File: config.mk
export PLATFORM = sky130hd
export DESIGN_NAME = multi_tick_gen
export DESIGN_NICKNAME = d
export VERILOG_FILES = /design/src/rtl/multi_tick_pkg.sv /design/src/rtl/multi_tick_chan.sv /design/src/rtl/multi_tick_gen.sv
export SDC_FILE = /design/constraint.sdc
export NUM_CORES = 1
export LEC_CHECK = 0
export CAP_MARGIN = 5
export CORE_MARGIN = 2
export CORE_UTILIZATION = 50
export CTS_BUF_LIST = sky130_fd_sc_hd__clkbuf_8
export DETAILED_ROUTE_END_ITERATION = 8
export PLACE_DENSITY_LB_ADDON = 0.3
export SLEW_MARGIN = 20
export SYNTH_ARGS = -nofsm -noshare
export SYNTH_HDL_FRONTEND = slang
export SYNTH_SLANG_ARGS = --single-unit
File: constraint.sdc
create_clock -name clk -period 12.63 [get_ports clk]
set_input_delay 2.526 -clock clk [delete_from_list [all_inputs] [get_ports clk]]
set_output_delay 2.526 -clock clk [all_outputs]
set_load 0.01 [all_outputs]
File: src/rtl/multi_tick_pkg.sv
// -----------------------------------------------------------------------------
// multi_tick_pkg
// Shared definitions for the multi-channel tick generator: mode encodings,
// reset defaults and the channel-select width helper.
// Ports: none (package).
// -----------------------------------------------------------------------------
package multi_tick_pkg;

   localparam logic MODE_PULSE  = 1'b0;
   localparam logic MODE_TOGGLE = 1'b1;

   localparam int   DEF_DIV_DFLT  = 4;
   localparam logic DEF_MODE_DFLT = MODE_PULSE;

   // Channel-select width; a single-channel build still gets a 1-bit select.
   function automatic int ch_bits(input int n);
      return (n > 1) ? $clog2(n) : 1;
   endfunction

endpackage

File: src/rtl/multi_tick_chan.sv
// -----------------------------------------------------------------------------
// multi_tick_chan
// One tick channel: counter, active divide/mode, shadow divide/mode with a
// pending flag, and registered tick/wrapped outputs.
// Ports:
//   clk, reset   clock, asynchronous active-high reset
//   enable       count enable for this channel
//   load         accepted config request for this channel (only when !pending)
//   load_div     requested divide ratio (0 = parked)
//   load_mode    requested mode
//   pending      shadow holds an uncommitted request
//   tick         channel output (strobe or square wave)
//   wrapped      1-cycle strobe on each terminal count
// -----------------------------------------------------------------------------
module multi_tick_chan
   import multi_tick_pkg::*;
#(
   parameter int   CW       = 32,
   parameter int   DEF_DIV  = DEF_DIV_DFLT,
   parameter logic DEF_MODE = DEF_MODE_DFLT
)
(
   input  logic          clk,
   input  logic          reset,
   input  logic          enable,
   input  logic          load,
   input  logic [CW-1:0] load_div,
   input  logic          load_mode,
   output logic          pending,
   output logic          tick,
   output logic          wrapped
);

   logic [CW-1:0] cnt, div, sdiv;
   logic          mode, smode;

   logic [CW-1:0] cnt_n, div_n;
   logic          mode_n, pend_n, tick_n, wrap_n;
   logic          parked, terminal, commit;

   always_comb begin
      cnt_n  = cnt;
      div_n  = div;
      mode_n = mode;
      pend_n = pending;
      tick_n = tick;
      wrap_n = 1'b0;

      parked   = (div == '0);
      // div-1 is only meaningful when not parked, hence the guard.
      terminal = enable && !parked && (cnt == div - CW'(1));
      // Commit on the terminal edge so the running period always completes;
      // a stopped or parked channel has no period to protect.
      commit   = pending && (terminal || !enable || parked);

      if (parked) begin
         cnt_n  = '0;
         tick_n = 1'b0;
      end else if (!enable) begin
         if (mode == MODE_PULSE) tick_n = 1'b0;
      end else if (terminal) begin
         cnt_n  = '0;
         wrap_n = 1'b1;
         tick_n = (mode == MODE_PULSE) ? 1'b1 : ~tick;
      end else begin
         cnt_n = cnt + CW'(1);
         if (mode == MODE_PULSE) tick_n = 1'b0;
      end

      if (commit) begin
         div_n  = sdiv;
         mode_n = smode;
         cnt_n  = '0;
         pend_n = 1'b0;
         // On a terminal edge the old-mode event stands; the new mode starts
         // from that level on the next cycle.
         if (!terminal && (smode != mode)) tick_n = 1'b0;
      end

      if (load) pend_n = 1'b1;
   end

   always_ff @(posedge clk or posedge reset) begin
      if (reset) begin
         cnt     <= '0;
         div     <= CW'(DEF_DIV);
         mode    <= DEF_MODE;
         pending <= 1'b0;
         tick    <= 1'b0;
         wrapped <= 1'b0;
      end else begin
         cnt     <= cnt_n;
         div     <= div_n;
         mode    <= mode_n;
         pending <= pend_n;
         tick    <= tick_n;
         wrapped <= wrap_n;
      end
   end

   // Shadow contents are only consumed while pending is set, so no reset.
   always_ff @(posedge clk) begin
      if (load) begin
         sdiv  <= load_div;
         smode <= load_mode;
      end
   end

endmodule

File: src/rtl/multi_tick_gen.sv
// -----------------------------------------------------------------------------
// multi_tick_gen
// NCH independent tick / clock-enable channels, each with a runtime
// programmable divide ratio and PULSE or TOGGLE mode.
// Ports:
//   clk        system clock
//   reset      asynchronous, active-high reset
//   enable     per-channel count enable
//   cfg_valid  config request valid
//   cfg_ready  config slot of cfg_ch free (combinational)
//   cfg_ch     target channel
//   cfg_div    new divide ratio (0 = channel parked)
//   cfg_mode   new mode (0 = PULSE, 1 = TOGGLE)
//   tick       per-channel registered output
//   wrapped    per-channel terminal-count strobe
// -----------------------------------------------------------------------------
module multi_tick_gen
   import multi_tick_pkg::*;
#(
   parameter  int   NCH      = 4,
   parameter  int   CW       = 32,
   parameter  int   DEF_DIV  = DEF_DIV_DFLT,
   parameter  logic DEF_MODE = DEF_MODE_DFLT,
   localparam int   CHW      = ch_bits(NCH)
)
(
   input  logic           clk,
   input  logic           reset,
   input  logic [NCH-1:0] enable,
   input  logic           cfg_valid,
   output logic           cfg_ready,
   input  logic [CHW-1:0] cfg_ch,
   input  logic [CW-1:0]  cfg_div,
   input  logic           cfg_mode,
   output logic [NCH-1:0] tick,
   output logic [NCH-1:0] wrapped
);

   logic [NCH-1:0] pending;
   logic [NCH-1:0] load;

   // An out-of-range channel select never reports ready.
   always_comb begin
      cfg_ready = 1'b0;
      for (int i = 0; i < NCH; i++) begin
         if (cfg_ch == CHW'(i)) cfg_ready = ~pending[i];
      end
   end

   always_comb begin
      load = '0;
      for (int i = 0; i < NCH; i++) begin
         load[i] = cfg_valid && cfg_ready && (cfg_ch == CHW'(i));
      end
   end

   for (genvar g = 0; g < NCH; g++) begin : g_chan
      multi_tick_chan #(
         .CW       (CW),
         .DEF_DIV  (DEF_DIV),
         .DEF_MODE (DEF_MODE)
      ) u_chan (
         .clk       (clk),
         .reset     (reset),
         .enable    (enable[g]),
         .load      (load[g]),
         .load_div  (cfg_div),
         .load_mode (cfg_mode),
         .pending   (pending[g]),
         .tick      (tick[g]),
         .wrapped   (wrapped[g])
      );
   end

endmodule
### Word-level counts from Yosys, hierarchy flattened

Index checks and enable logic that the tools add are counted.

* output and inout bits: 9
* flip-flop bits (word level): 404
* word-level logic and storage cells: 181
* bits of input ports: 42

* $add $sub $neg: 8
* equal/unequal tests: 11
* muxes and demuxes: 68
* reductions and logical operators: 54
* bitwise logic cells: 8

Operator list (number)
* 32-bit 2-to-1 mux: 16
* 32-bit by 1-bit adder with 32-bit output, second input constant: 4
* 32-bit == test: 4
* 32-bit logical NOT: 4
* 32-bit by 1-bit subtractor with 32-bit output, second input constant: 4
* 1-bit 2-to-1 mux: 52
* 1-bit logical AND: 21
* 1-bit logical NOT: 12
* 3-bit nonzero test: 4
* 1-bit logical OR: 8
* 1-bit NOT: 8
* 2-bit nonzero test: 4
* 2-bit == test, second input constant: 2
* 1-bit inequality test: 4
* 2-bit by 1-bit == test with 1-bit output, second input constant: 1
* 2-bit logical NOT: 1

### Depth between registers and ports, before layout

Gate-level depths: netlist (run 1).

* depth after elaboration: 9
* gate-level depth with buffers: 14
* gate-level depth less buffers: 11

### Hierarchy

Synthesis (run 1) repeated with hierarchy kept, for this count alone.

* cell total of the unflattened synthesis: 2210
* area total of the unflattened synthesis: 23178.5 um^2

By module, submodules not included
* multi_tick_chan at g_chan[0].u_chan ...: area an instance 5763.0 um^2, times used 3, sequential area each 2693.8 um^2, cells each 544
* multi_tick_chan at g_chan[3].u_chan: area an instance 5828.1 um^2, times used 1, sequential area each 2693.8 um^2, cells each 571
* multi_tick_gen: area an instance 61.3 um^2, times used 1, sequential area each 0.0 um^2, cells each 7

### Worst setup path after synthesis (run 1)

OpenSTA, ideal clock, no wires.

* path kind: input-to-reg
* start point: input port cfg_ch[0]
* end point: register g_chan[0].u_chan.sdiv[0], enable pin
* stages: 1
* path slack: 5.977 ns
* setup time: 0.523 ns
* buffers on the path: 0
* data arrival time: 6.131 ns
* required time: 12.107 ns
* cells stage by stage: nor4b_1

* cells in the longest elaborated chain, start to end: 7
* elaborated cells between the ends (all ways): 10
* classes of those cells: eq/ne (3); mux (4); reduce/logical (3)

Ends and longest elaborated chain
* start: declaration: RTL line multi_tick_gen.sv:32 `input logic [CHW-1:0] cfg_ch,`
* 2-bit logical NOT: RTL line multi_tick_gen.sv:46, multi_tick_gen.sv:53
* 1-bit 2-to-1 mux (4 in series): RTL line multi_tick_gen.sv:46 `if (cfg_ch == CHW'(i)) cfg_ready = ~pending[i];`
* 1-bit logical AND: RTL line multi_tick_gen.sv:53 `load[i] = cfg_valid && cfg_ready && (cfg_ch == CHW'(i));`
* 1-bit logical AND (*): RTL line multi_tick_gen.sv:53
* end signal: assignment: RTL line multi_tick_chan.sv:104 `sdiv <= load_div;`
* end: declaration: RTL line multi_tick_chan.sv:34 `logic [CW-1:0] cnt, div, sdiv;`

Mark *: on every way between the ends. The rest lies on a longest branch, timed or not.
A chain may end at the register's enable or synchronous reset.

### Worst setup path after layout (run 1)

* start point: input port cfg_ch[0]
* end point: output port cfg_ready

* cells in the longest elaborated chain, start to end: 5
* elaborated cells between the ends (all ways): 8
* classes of those cells: eq/ne (3); mux (4); reduce/logical (1)

Ends and longest elaborated chain
* 2-bit logical NOT: RTL line multi_tick_gen.sv:46
* 1-bit 2-to-1 mux (3 in series): RTL line multi_tick_gen.sv:46
* 1-bit 2-to-1 mux (*): RTL line multi_tick_gen.sv:46
* end: declaration: RTL line multi_tick_gen.sv:31 `output logic cfg_ready,`

Marks and branches as above.

==> results of run 1 <==
-- worst max-delay path, delay by kind of cell --
| family | cells | cell delay, ps |
|---|---|---|
| multiplexers | 1 | 660 |
| buffers and inverters | 3 | 1230 |
-- flip-flops by register name (all words and copies together) (netlist names) --
| register | cells |
|---|---|
| g_chan.u_chan.cnt | 128 |
| g_chan.u_chan.div | 128 |
| g_chan.u_chan.sdiv | 128 |
| g_chan.u_chan.mode | 4 |
| g_chan.u_chan.pending | 4 |
| g_chan.u_chan.smode | 4 |
| g_chan.u_chan.tick | 4 |
| g_chan.u_chan.wrapped | 4 |
-- cell usage after synthesis, types with 46 or more instances --
library cell	n	area, sq um
xor2_1	83	727
nand3_1	127	636
edfxtp_1	132	3960
nor4_1	46	288
clkbuf_1	67	251
mux2_1	98	1100
nand4_1	53	332
nand2_1	172	646
o21ai_1	49	245
dfrtp_1	268	6710
inv_1	48	180
nor2_1	127	477
nor3_1	76	380
xnor2_1	110	963
-- per-stage QoR --
step	std cells	area [sq um]	hold slack [ps]	total power, uW
after global routing	2762	24400	463	3870
final	2762	24400	448	3680
after floorplan	2087	22000	432	2260
after detailed placement	2634	23000	442	2480
after CTS	2762	24300	447	3700
after global placement	2634	23000	433	2450
-- placed cells by master (no fill, tap or decap), types with 11 or more instances in the layout --
cell	n
a21o_1	15
a21oi_1	33
a221o_1	14
a22o_1	16
a31oi_1	26
and2_1	11
and3_1	38
buf_4	25
clkbuf_8	75
clkdlybuf4s50_1	50
clkinv_1	14
dfrtp_1	268
edfxtp_1	132
ha_1	12
inv_1	66
mux2_1	98
mux2_4	30
mux2i_1	19
nand2_1	172
nand2b_1	30
nand3_1	127
nand3b_1	11
nand4_1	53
nand4b_1	11
nor2_1	126
nor2b_1	15
nor3_1	71
nor4_1	46
o21ai_0	23
o21ai_1	47
o311ai_1	13
o31ai_1	26
or3_1	34
or4_1	28
xnor2_1	110
xor2_1	83
-- how the worst max path moves through the flow --
stage,endpoint,slack (ps),start
6_report,cfg_ready,5690,cfg_ch[0]
5_1_grt,cfg_ready,5620,cfg_ch[0]
2_1_floorplan,g_chan[0].u_chan.cnt[0],2620,reset
3_5_place_dp,cfg_ready,5680,cfg_ch[0]
4_1_cts,cfg_ready,5680,cfg_ch[0]
3_3_place_gp,cfg_ready,5680,cfg_ch[0]
-- power by group through the flow --
stage	Clock [uW]	Combinational [uW]	Sequential, uW
final	1210	714	1760
after detailed placement	0	705	1780
after global placement	0	679	1770
after global routing	1300	792	1780
after floorplan	0	581	1680
after CTS	1230	710	1760
-- metal layers --
layer | part of all wire (%) | vias up
met5 | 0 | -
met4 | 2.3 | 0
met3 | 7.0 | 108
met2 | 46 | 491
met1 | 44 | 8315
li1 | - | 7832
-- layout make-up --
type | instances | area (sq um)
fillers | 3736 | 18900
inverters | 48 | 193
multi-input cells | 1522 | 10600
repair buffers | 75 | 688
clock buffers | 75 | 1030
well taps | 585 | 732
flip-flops and latches | 404 | 10800
clock inverters | 53 | 364
-- logic make-up after synthesis --
| group | after synthesis | share of synthesized area (%) |
|---|---|---|
| compound gates | 321 | 10.4 |
| mux | 151 | 8.18 |
| simple gates | 845 | 20.8 |
| buf+inv | 161 | 3.29 |
| fa+ha+maj | 12 | 0.682 |
| flops | 404 | 49.0 |
| xor+xnor | 193 | 7.68 |
==> reports/metrics.cfg, run 1 <==
[power_and_ir_drop]
swShare_pct = 32.0
p_leak_uw = 0.00943
power_frac_clock_pct = 32.8
p_int_uw = 2500
p_sw_uw = 1180
seqPwrFrac_pct = 47.8
ir_drop_v = 0.0000917
p_per_area_nw_per_um2 = 151
combPwrFrac_pct = 19.4

[clocking]
cts_max_path_buffers = 3
root_buffer = clkbuf_8
clk_latency_ps = 640
ctsResizeCount = 0
ctsHoldBuffers = 0
numCtsBuffers = 69
clock_sinks = 404
clkTransAtPathRegs_ps = 70
tritoncts = done
cts-htree-levels = 3
postCtsSetupRepairBufs = 0

[synth]
avgSynthCellArea_sq_um = 10.5
ys_seq_area_share_pct = 49.0
synth_edf_count = 132
syn_inst = 2087
synthArstFlopShare_pct = 67.3
syn-cell-area_sq_um = 22000
ys_seq_elements = 404
syn_nets = 2141
synthDistinctLibCells = 90
synthFlopType = dfrtp_1
ys_warn_count = 0

[sta]
max_slew.worst_pin.slew_ps = 1060
hold_violations = 0
timing.final.crit_period_ps = 6940
slew_violations = 0
setup_viol = 0
fin_skew_ps = 21.6
setup_ws_ps = 5690
max_slew_margin_pct = 28.9
fin_tns_setup_ps = 0
fin_crit_sh_pct = 55.0
rsz0062_at_grt = no
max_freq_mhz = 144

[critical_path]
crit_arrival_ps = 4410
critPathLaunchType = primary input
crit_chain = clkdlybuf4s50_1 > mux4_2 > inv_1 > clkdlybuf4s50_1
cp_max_fo = 5
crit_path_end_kind = output pin
slowest_delay_ps = 660
cp.required_ps = 10100
r2r_slack_ps = 7780
r2r_end = g_chan[3].u_chan.cnt[14]
reg2reg_depth = 11
crit-reg2reg-launch = g_chan[3].u_chan.div[0]
crit_top_cell = clkdlybuf4s50_1
crit_path_top_delay_cell = mux4_2
critical_path_class = primary input to output pin

[global_route]
use_met2_pct = 40.6
grt_pass1_wl_mm = 89.3
busiest_layer = met2
gr-total-overflow = 0
antenna_found_initial = 4
grt_util_met3_pct = 5.36
grt_max_degree = 143
grt_pass1_vias = 16500
grt_use_total_pct = 25.1
grt_use_met1_pct = 34.2

[route]
drtIter0Drc = 1390
drt-total-wl_mm = 55.7
detail-route-antenna-nets = 0
drcViolationCount = 0
vias = 16700
drtPass1Iterations = 5
wire_per_inst_microns = 20.2
viasPerCell = 6.06

[placed_design]
pre_cts_ws_ps = 5680
dp_hpwl_mm = 38.8
place.port_buffers = 50
gp_congestion = 0.962

[final_layout]
final_util_pct = 56.3
fin_nets = 2174
antennaDiodeCount = 0
drive_gt1_share_pct = 9.46
area_growth_pct = 10.7

[worst_hold_path]
min-delay-start = g_chan[3].u_chan.sdiv[3]
min_path_type = flop to flop
hold_end = g_chan[3].u_chan.div[3]
whs_path_depth = 1

[floorplanning]
die-area_sq_um = 45700
die_w_microns = 214
core-area_sq_um = 43300
pin_count = 51
num_rows = 76
initial_core_util_pct = 50.8
die_h_microns = 214

[run_status]
outcome = finished, final reports clean

[run]
cap_violations = 0

No activity file was read; power rests on OpenSTA's default activity.
==> run 2, diff against run 1 <==
==> constraint.sdc (replaced) <==
create_clock -name clk -period 6.4 [get_ports clk]
set_input_delay 1.28 -clock clk [delete_from_list [all_inputs] [get_ports clk]]
set_output_delay 1.28 -clock clk [all_outputs]
set_load 0.01 [all_outputs]
==> run 2 against run 1 <==
- non-clock buffer count decreased by 1
- sequential cell count unchanged
- utilization decreased by 0.41 points
- first-iteration DRC count increased by 9.8%
- hold slack got worse by 6.0 ps
- final cell count decreased by 0.22%
- sequential power increased by 97%
- critical path type is now flop to flop
- critical endpoint is now g_chan[2].u_chan.div[18]
- largest cell class unchanged
- highest routed layer unchanged
==> reports/metrics.cfg, run 2 (synthesized netlist as in run 1, its figures left out) <==
[route]
vias = 16600  ; -0.60%
drtIter0Drc = 1526  ; +9.8%
viasPerCell = 6.04  ; -0.39%
drcViolationCount = 0  ; unchanged
drtPass1Iterations = 5  ; unchanged
detail-route-antenna-nets = 0  ; unchanged
drt-total-wl_mm = 55.8  ; +0.21%
wire_per_inst_microns = 20.2  ; +0.43%

[critical_path]
cp.required_ps = 6910  ; -3190 ps
critical_path_class = flop to flop
crit_path_top_delay_cell = nor3b_1
crit_buf_inv = 2  ; -1
crit_top_cell = nand4_1
crit_arrival_ps = 5320  ; +910 ps
cp_max_fo = 33  ; +28
slowest_delay_ps = 770  ; +110 ps
crit_chain = inv_1 > ha_1 > nor3b_1 > nand4_1 > or4_1 > o31ai_1 > nand4_1 > nor4_2 > a21oi_2 > nor2b_2 > buf_4 > mux2_1
crit_path_end_kind = flop
critical_path.top_delay_family = simple AND/OR/NAND/NOR gates
critPathLaunchType = flop

[power_and_ir_drop]
p_per_area_nw_per_um2 = 290  ; +92%
combPwrFrac_pct = 20.1  ; +0.7 points
p_int_uw = 4710  ; +88%
seqPwrFrac_pct = 49.5  ; +1.7 points
p_sw_uw = 2290  ; +95%
power_frac_clock_pct = 30.4  ; -2.4 points
swShare_pct = 32.7  ; +0.75 points
p_leak_uw = 0.00936  ; -0.67%
ir_drop_v = 0.000189  ; +110%

[clocking]
postCtsSetupRepairBufs = 0  ; unchanged
ctsResizeCount = 0  ; unchanged
cts_max_path_buffers = 3  ; unchanged
ctsHoldBuffers = 0  ; unchanged
clk_latency_ps = 630  ; about the same
numCtsBuffers = 68  ; -1.4%
tritoncts = done
clock_sinks = 404  ; unchanged
cts-htree-levels = 3  ; unchanged
clkTransAtPathRegs_ps = 60  ; about the same
root_buffer = clkbuf_8

[final_layout]
layout_commonest_cell = dfrtp_1
top_regs = g_chan.u_chan.cnt: 128 flops, g_chan.u_chan.div: 128 flops, g_chan.u_chan.sdiv: 128 flops
fin_nets = 2172  ; -0.092%
final_cell_mix = dfrtp_1, nand2_1, edfxtp_1, nand3_1, nor2_1
drive_gt1_share_pct = 8.94  ; -0.53 points
multi_input_area_sq_um = 10600  ; about the same
area_growth_pct = 9.91
design_area_sq_um = 24200  ; -0.73%
antennaDiodeCount = 0  ; unchanged
final_util_pct = 55.9  ; -0.41 points
seqCellArea_sq_um = 10800  ; unchanged
final.fill_count = 3695  ; -1.1%

[sta]
fin_skew_ps = 29.4  ; +7.88 ps
max_slew.worst_pin.slew_ps = 1010  ; -57.1 ps
max_slew_margin_pct = 32.7  ; +3.7 points
setup_viol = 0  ; unchanged
hold_violations = 0  ; unchanged
hold-worst-slack_ps = 442  ; -5.98 ps
fin_tns_setup_ps = 0  ; unchanged
rsz0062_at_grt = no
fin_crit_sh_pct = 75.2
slew_violations = 0  ; unchanged
timing.final.crit_period_ps = 4810
max_freq_mhz = 208

[global_route]
grt_use_total_pct = 25.1  ; +0.058 points
grt_pass1_vias = 16400  ; -0.39%
antenna_found_initial = 6  ; +2
grt_pass1_wl_mm = 89.6  ; +0.32%
gr-total-overflow = 0  ; unchanged
grt_max_degree = 137  ; -4.2%

[floorplanning]
die-area_sq_um = 45700  ; unchanged
pin_count = 51  ; unchanged
die_w_microns = 214  ; unchanged
core-area_sq_um = 43300  ; unchanged
initial_core_util_pct = 50.8  ; unchanged
num_rows = 76  ; unchanged
die_h_microns = 214  ; unchanged

[placed_design]
gp_congestion = 0.978  ; +1.6%
post_dp_cell_area_sq_um = 23000  ; about the same
dp_hpwl_mm = 38.6  ; -0.40%
place.port_buffers = 50  ; unchanged

[worst_hold_path]
min_path_type = flop to flop

[run]
cap_violations = 0  ; unchanged

[run_status]
outcome = finished, final reports clean

==> run 2: cell types whose count changed in the layout (fill, tap and decap cells not counted), sizes merged <==
cell	before	now
clkinvlp	3	2
inv	68	72
buf	25	24
clkbuf	75	71
bufinv	5	1
==> run 2: worst paths after layout <==
path | slack, ps | end | cells past startpoint | from
max | 1590 | g_chan[2].u_chan.div[18] | 12 | g_chan[2].u_chan.div[0]
min | 440 | g_chan[0].u_chan.div[3] | 1 | g_chan[0].u_chan.sdiv[3]
max reg2reg | 1590 | g_chan[2].u_chan.div[18] | 12 | g_chan[2].u_chan.div[0]
min reg2reg | 440 | g_chan[0].u_chan.div[3] | 1 | g_chan[0].u_chan.sdiv[3]
max in group asynchronous | 3880 | g_chan[0].u_chan.div[4] | 3 | reset
min in group asynchronous | 1200 | g_chan[1].u_chan.cnt[31] | 2 | reset
==> run 2: worst register-to-register path: cells and delay by family, from the launching register on <==
family | cells | cell delay (ps)
simple gates | 6 | 2820
buf+inv | 2 | 510
flops | 1 | 460
fa+ha+maj | 1 | 250
compound gates | 2 | 250
mux | 1 | 400
==> run 2: per-stage QoR <==
stage               std cells  power [uW]  setup WS, ps
CTS                      2756        7050          1710
global route             2756        7400          1270
detailed placement       2633        4900          1720
global placement         2633        4840          1890
finish                   2756        7010          1590
floorplan                2087        4450           993
==> run 2: metal layers <==
metal / part of all wire (%) / GRT usage [%] / up-vias
met2: 46 / 39.9 / 502
met1: 45 / 34.8 / 8236
met3: 7.1 / 5.77 / 85
li1: - / - / 7822
met5: 0 / 0 / -
met4: 1.9 / 6.75 / 0
==> run 2: power groups by stage <==
stage | registers (uW) | clock network [uW] | logic [uW]
final | 3470 | 2130 | 1410
after global routing | 3520 | 2310 | 1560
after CTS | 3460 | 2180 | 1400
after detailed placement | 3510 | 0 | 1390
after global placement | 3500 | 0 | 1340
after floorplan | 3310 | 0 | 1150
==> run 2: area by class of cell <==
class	instances	area share (%)
Clock inverter	52	0.993
Timing Repair Buffer	74	2.87
Tap cell	585	3.03
Clock buffer	71	4.04
Multi-Input combinational cell	1522	43.7
Sequential cell	404	44.6
Inverter	48	0.761
==> run 3, diff against run 2 <==
==> constraint.sdc (replaced) <==
create_clock -name clk -period 4.49 [get_ports clk]
set_input_delay 0.898 -clock clk [delete_from_list [all_inputs] [get_ports clk]]
set_output_delay 0.898 -clock clk [all_outputs]
set_load 0.01 [all_outputs]
==> run 3 against run 2 <==
- sequential power is 43% higher
- highest routed layer unchanged
- register-to-register slack worse by 1100 ps
- hold slack better by 7.9 ps
- power is 45% higher
- sequential share of layout area is 0.51 points lower
- clock power is 49% higher
- sequential cell count stayed put
- first-iteration DRC count is 0.59% higher
==> reports/metrics.cfg, run 3 (synthesized netlist as in run 1, its figures left out) <==
[global_route]
grt_max_degree = 107  ; -22%
grt_use_total_pct = 25.1  ; -0.070 points
grt_pass1_wl_mm = 88.9  ; -0.76%
grt_pass1_vias = 16200  ; -1.1%
gr-total-overflow = 0  ; unchanged
antenna_found_initial = 6  ; unchanged

[floorplanning]
die_w_microns = 214  ; unchanged
core-area_sq_um = 43300  ; unchanged
initial_core_util_pct = 50.8  ; unchanged
num_rows = 76  ; unchanged
pin_count = 51  ; unchanged
die-area_sq_um = 45700  ; unchanged
die_h_microns = 214  ; unchanged

[critical_path]
cp.required_ps = 4950  ; -1960 ps
crit-reg2reg-launch = g_chan[1].u_chan.div[11]
crit_path_end_kind = flop
reg2reg_depth = 11  ; -1
critical_path.top_delay_family = simple AND/OR/NAND/NOR gates
crit_buf_inv = 2  ; unchanged
r2r_slack_ps = 460  ; -1130 ps
critPathLaunchType = flop
critical_path_class = flop to flop
cp_max_fo = 28  ; -15%
crit_path_top_delay_cell = or4_1
r2r_end = g_chan[1].u_chan.cnt[29]
crit_arrival_ps = 4500  ; -820 ps
slowest_delay_ps = 580  ; -190 ps
crit_chain = or4_1 > or4_1 > or3_1 > a21o_1 > nor4_1 > nand4b_1 > nand4b_1 > buf_4 > nand2_1 > buf_12 > o311ai_1

[sta]
setup_ws_ps = 457  ; -1130 ps
rsz0062_at_grt = no
max_slew.worst_pin.slew_ps = 913  ; -94.8 ps
slew_violations = 0  ; unchanged
fin_skew_ps = 17.8  ; -11.6 ps
setup_viol = 0  ; unchanged
max_slew_margin_pct = 38.6  ; +5.9 points
max_freq_mhz = 248  ; +19%
fin_crit_sh_pct = 89.8  ; +15 points
fin_tns_setup_ps = 0  ; unchanged
hold_violations = 0  ; unchanged
timing.final.crit_period_ps = 4030  ; -779 ps

[worst_hold_path]
min_path_type = flop to flop
hold_end = g_chan[3].u_chan.div[8]
min-delay-start = g_chan[3].u_chan.sdiv[8]
whs_path_depth = 1  ; unchanged

[route]
drtIter0Drc = 1535  ; +0.59%
drtPass1Iterations = 5  ; unchanged
vias = 16900  ; +1.5%
dr_wl_met3_mm = 3.88  ; -1.5%
detail-route-antenna-nets = 0  ; unchanged
routed.top_layer = met4
drcViolationCount = 0  ; unchanged
dr_wl_met2_mm = 25.9  ; about the same
viasPerCell = 6.08  ; +0.64%
met1Wirelength_mm = 25.0  ; +0.53%
drt-total-wl_mm = 56.3  ; +0.91%
wire_per_inst_microns = 20.3  ; about the same

[clocking]
clock_sinks = 404  ; unchanged
ctsResizeCount = 0  ; unchanged
cts_max_path_buffers = 3  ; unchanged
postCtsSetupRepairBufs = 0  ; unchanged
root_buffer = clkbuf_8
ctsHoldBuffers = 0  ; unchanged
clkTransAtPathRegs_ps = 60  ; about the same
clk_latency_ps = 610  ; -20 ps
numCtsBuffers = 70  ; +2.9%
tritoncts = done
cts-htree-levels = 3  ; unchanged

[final_layout]
drive_gt1_share_pct = 9.94  ; +1.0 points
area_growth_pct = 11.2
layoutNonFillerInstCount = 2779  ; +0.83%
top_regs = g_chan.u_chan.cnt: 128 flops, g_chan.u_chan.div: 128 flops, g_chan.u_chan.sdiv: 128 flops
final_util_pct = 56.5  ; +0.65 points
layout_commonest_cell = dfrtp_1
final_cell_mix = dfrtp_1, nand2_1, edfxtp_1, nand3_1, nor2_1
fin_nets = 2196  ; +1.1%
antennaDiodeCount = 0  ; unchanged
design_area_sq_um = 24500  ; +1.2%

[placed_design]
dpl.cell_count = 2655  ; +0.84%
gp_congestion = 0.944  ; -3.5%
dp_hpwl_mm = 39.2  ; +1.3%
place.port_buffers = 50  ; unchanged
post_dp_cell_area_sq_um = 23200  ; +0.87%
pre_cts_ws_ps = 457  ; -1260 ps

[power_and_ir_drop]
p_leak_uw = 0.00954  ; +1.9%
ir_drop_v = 0.000295  ; +56%
p_per_area_nw_per_um2 = 416  ; +44%

[run_status]
outcome = finished, final reports clean

[run]
cap_violations = 0  ; unchanged

[run 3: cell types whose count changed in the layout (fill, tap and decap cells not counted), moves of 2 or more]
cell | before | now
clkinv_2 | 12 | 8
clkbuf_8 | 71 | 77
buf_12 | 1 | 3
inv_1 | 72 | 76
clkinv_1 | 13 | 8
buf_4 | 23 | 43
[run 3: power by group]
group,switching [uW],internal (uW),leakage (uW)
Sequential,713,4240,0.00470
Clock,1500,1680,0.000780
Combinational,1060,990,0.00406
[run 3: final cells by class]
type / count / area, sq um
Timing Repair Buffer: 96 / 883
Fill cell: 3673 / 18800
Sequential cell: 404 / 10800
Tap cell: 585 / 732
Clock buffer: 77 / 1060
Clock inverter: 47 / 239
Multi-Input combinational cell: 1522 / 10600
Inverter: 48 / 184
[run 3: how the worst max path moves through the flow]
stage,endpoint,slack [ps],cells after the start,from
2_1_floorplan,g_chan[0].u_chan.cnt[0],-0.1,1,reset
6_report,g_chan[1].u_chan.cnt[29],460,11,g_chan[1].u_chan.div[11]
3_3_place_gp,g_chan[3].u_chan.cnt[14],600,9,g_chan[3].u_chan.div[4]
3_5_place_dp,g_chan[1].u_chan.div[31],460,9,g_chan[1].u_chan.div[10]
5_1_grt,g_chan[2].u_chan.div[25],110,13,g_chan[2].u_chan.div[0]
4_1_cts,g_chan[1].u_chan.div[31],440,9,g_chan[1].u_chan.div[10]
[run 3: per-stage QoR]
stage | total power, uW | hold WS (ps)
after floorplan | 6350 | 432
after global placement | 6960 | 434
after detailed placement | 7040 | 443
after CTS | 10300 | 453
after global routing | 10700 | 463
final | 10200 | 450
[run 3: layer usage]
| metal | vias up | GRT usage [%] |
|---|---|---|
| met5 | - | 0 |
| met4 | 0 | 8.17 |
| met3 | 124 | 4.42 |
| met2 | 557 | 39.8 |
| met1 | 8358 | 35.0 |
| li1 | 7853 | - |
[run 3: worst register-to-register path, stage by stage (launching register included)]
cell,delay [ps]
dfrtp_1,450
or4_1,580
or4_1,540
or3_1,380
a21o_1,190
nor4_1,350
nand4b_1,130
nand4b_1,260
buf_4,310
nand2_1,390
buf_12,210
o311ai_1,120
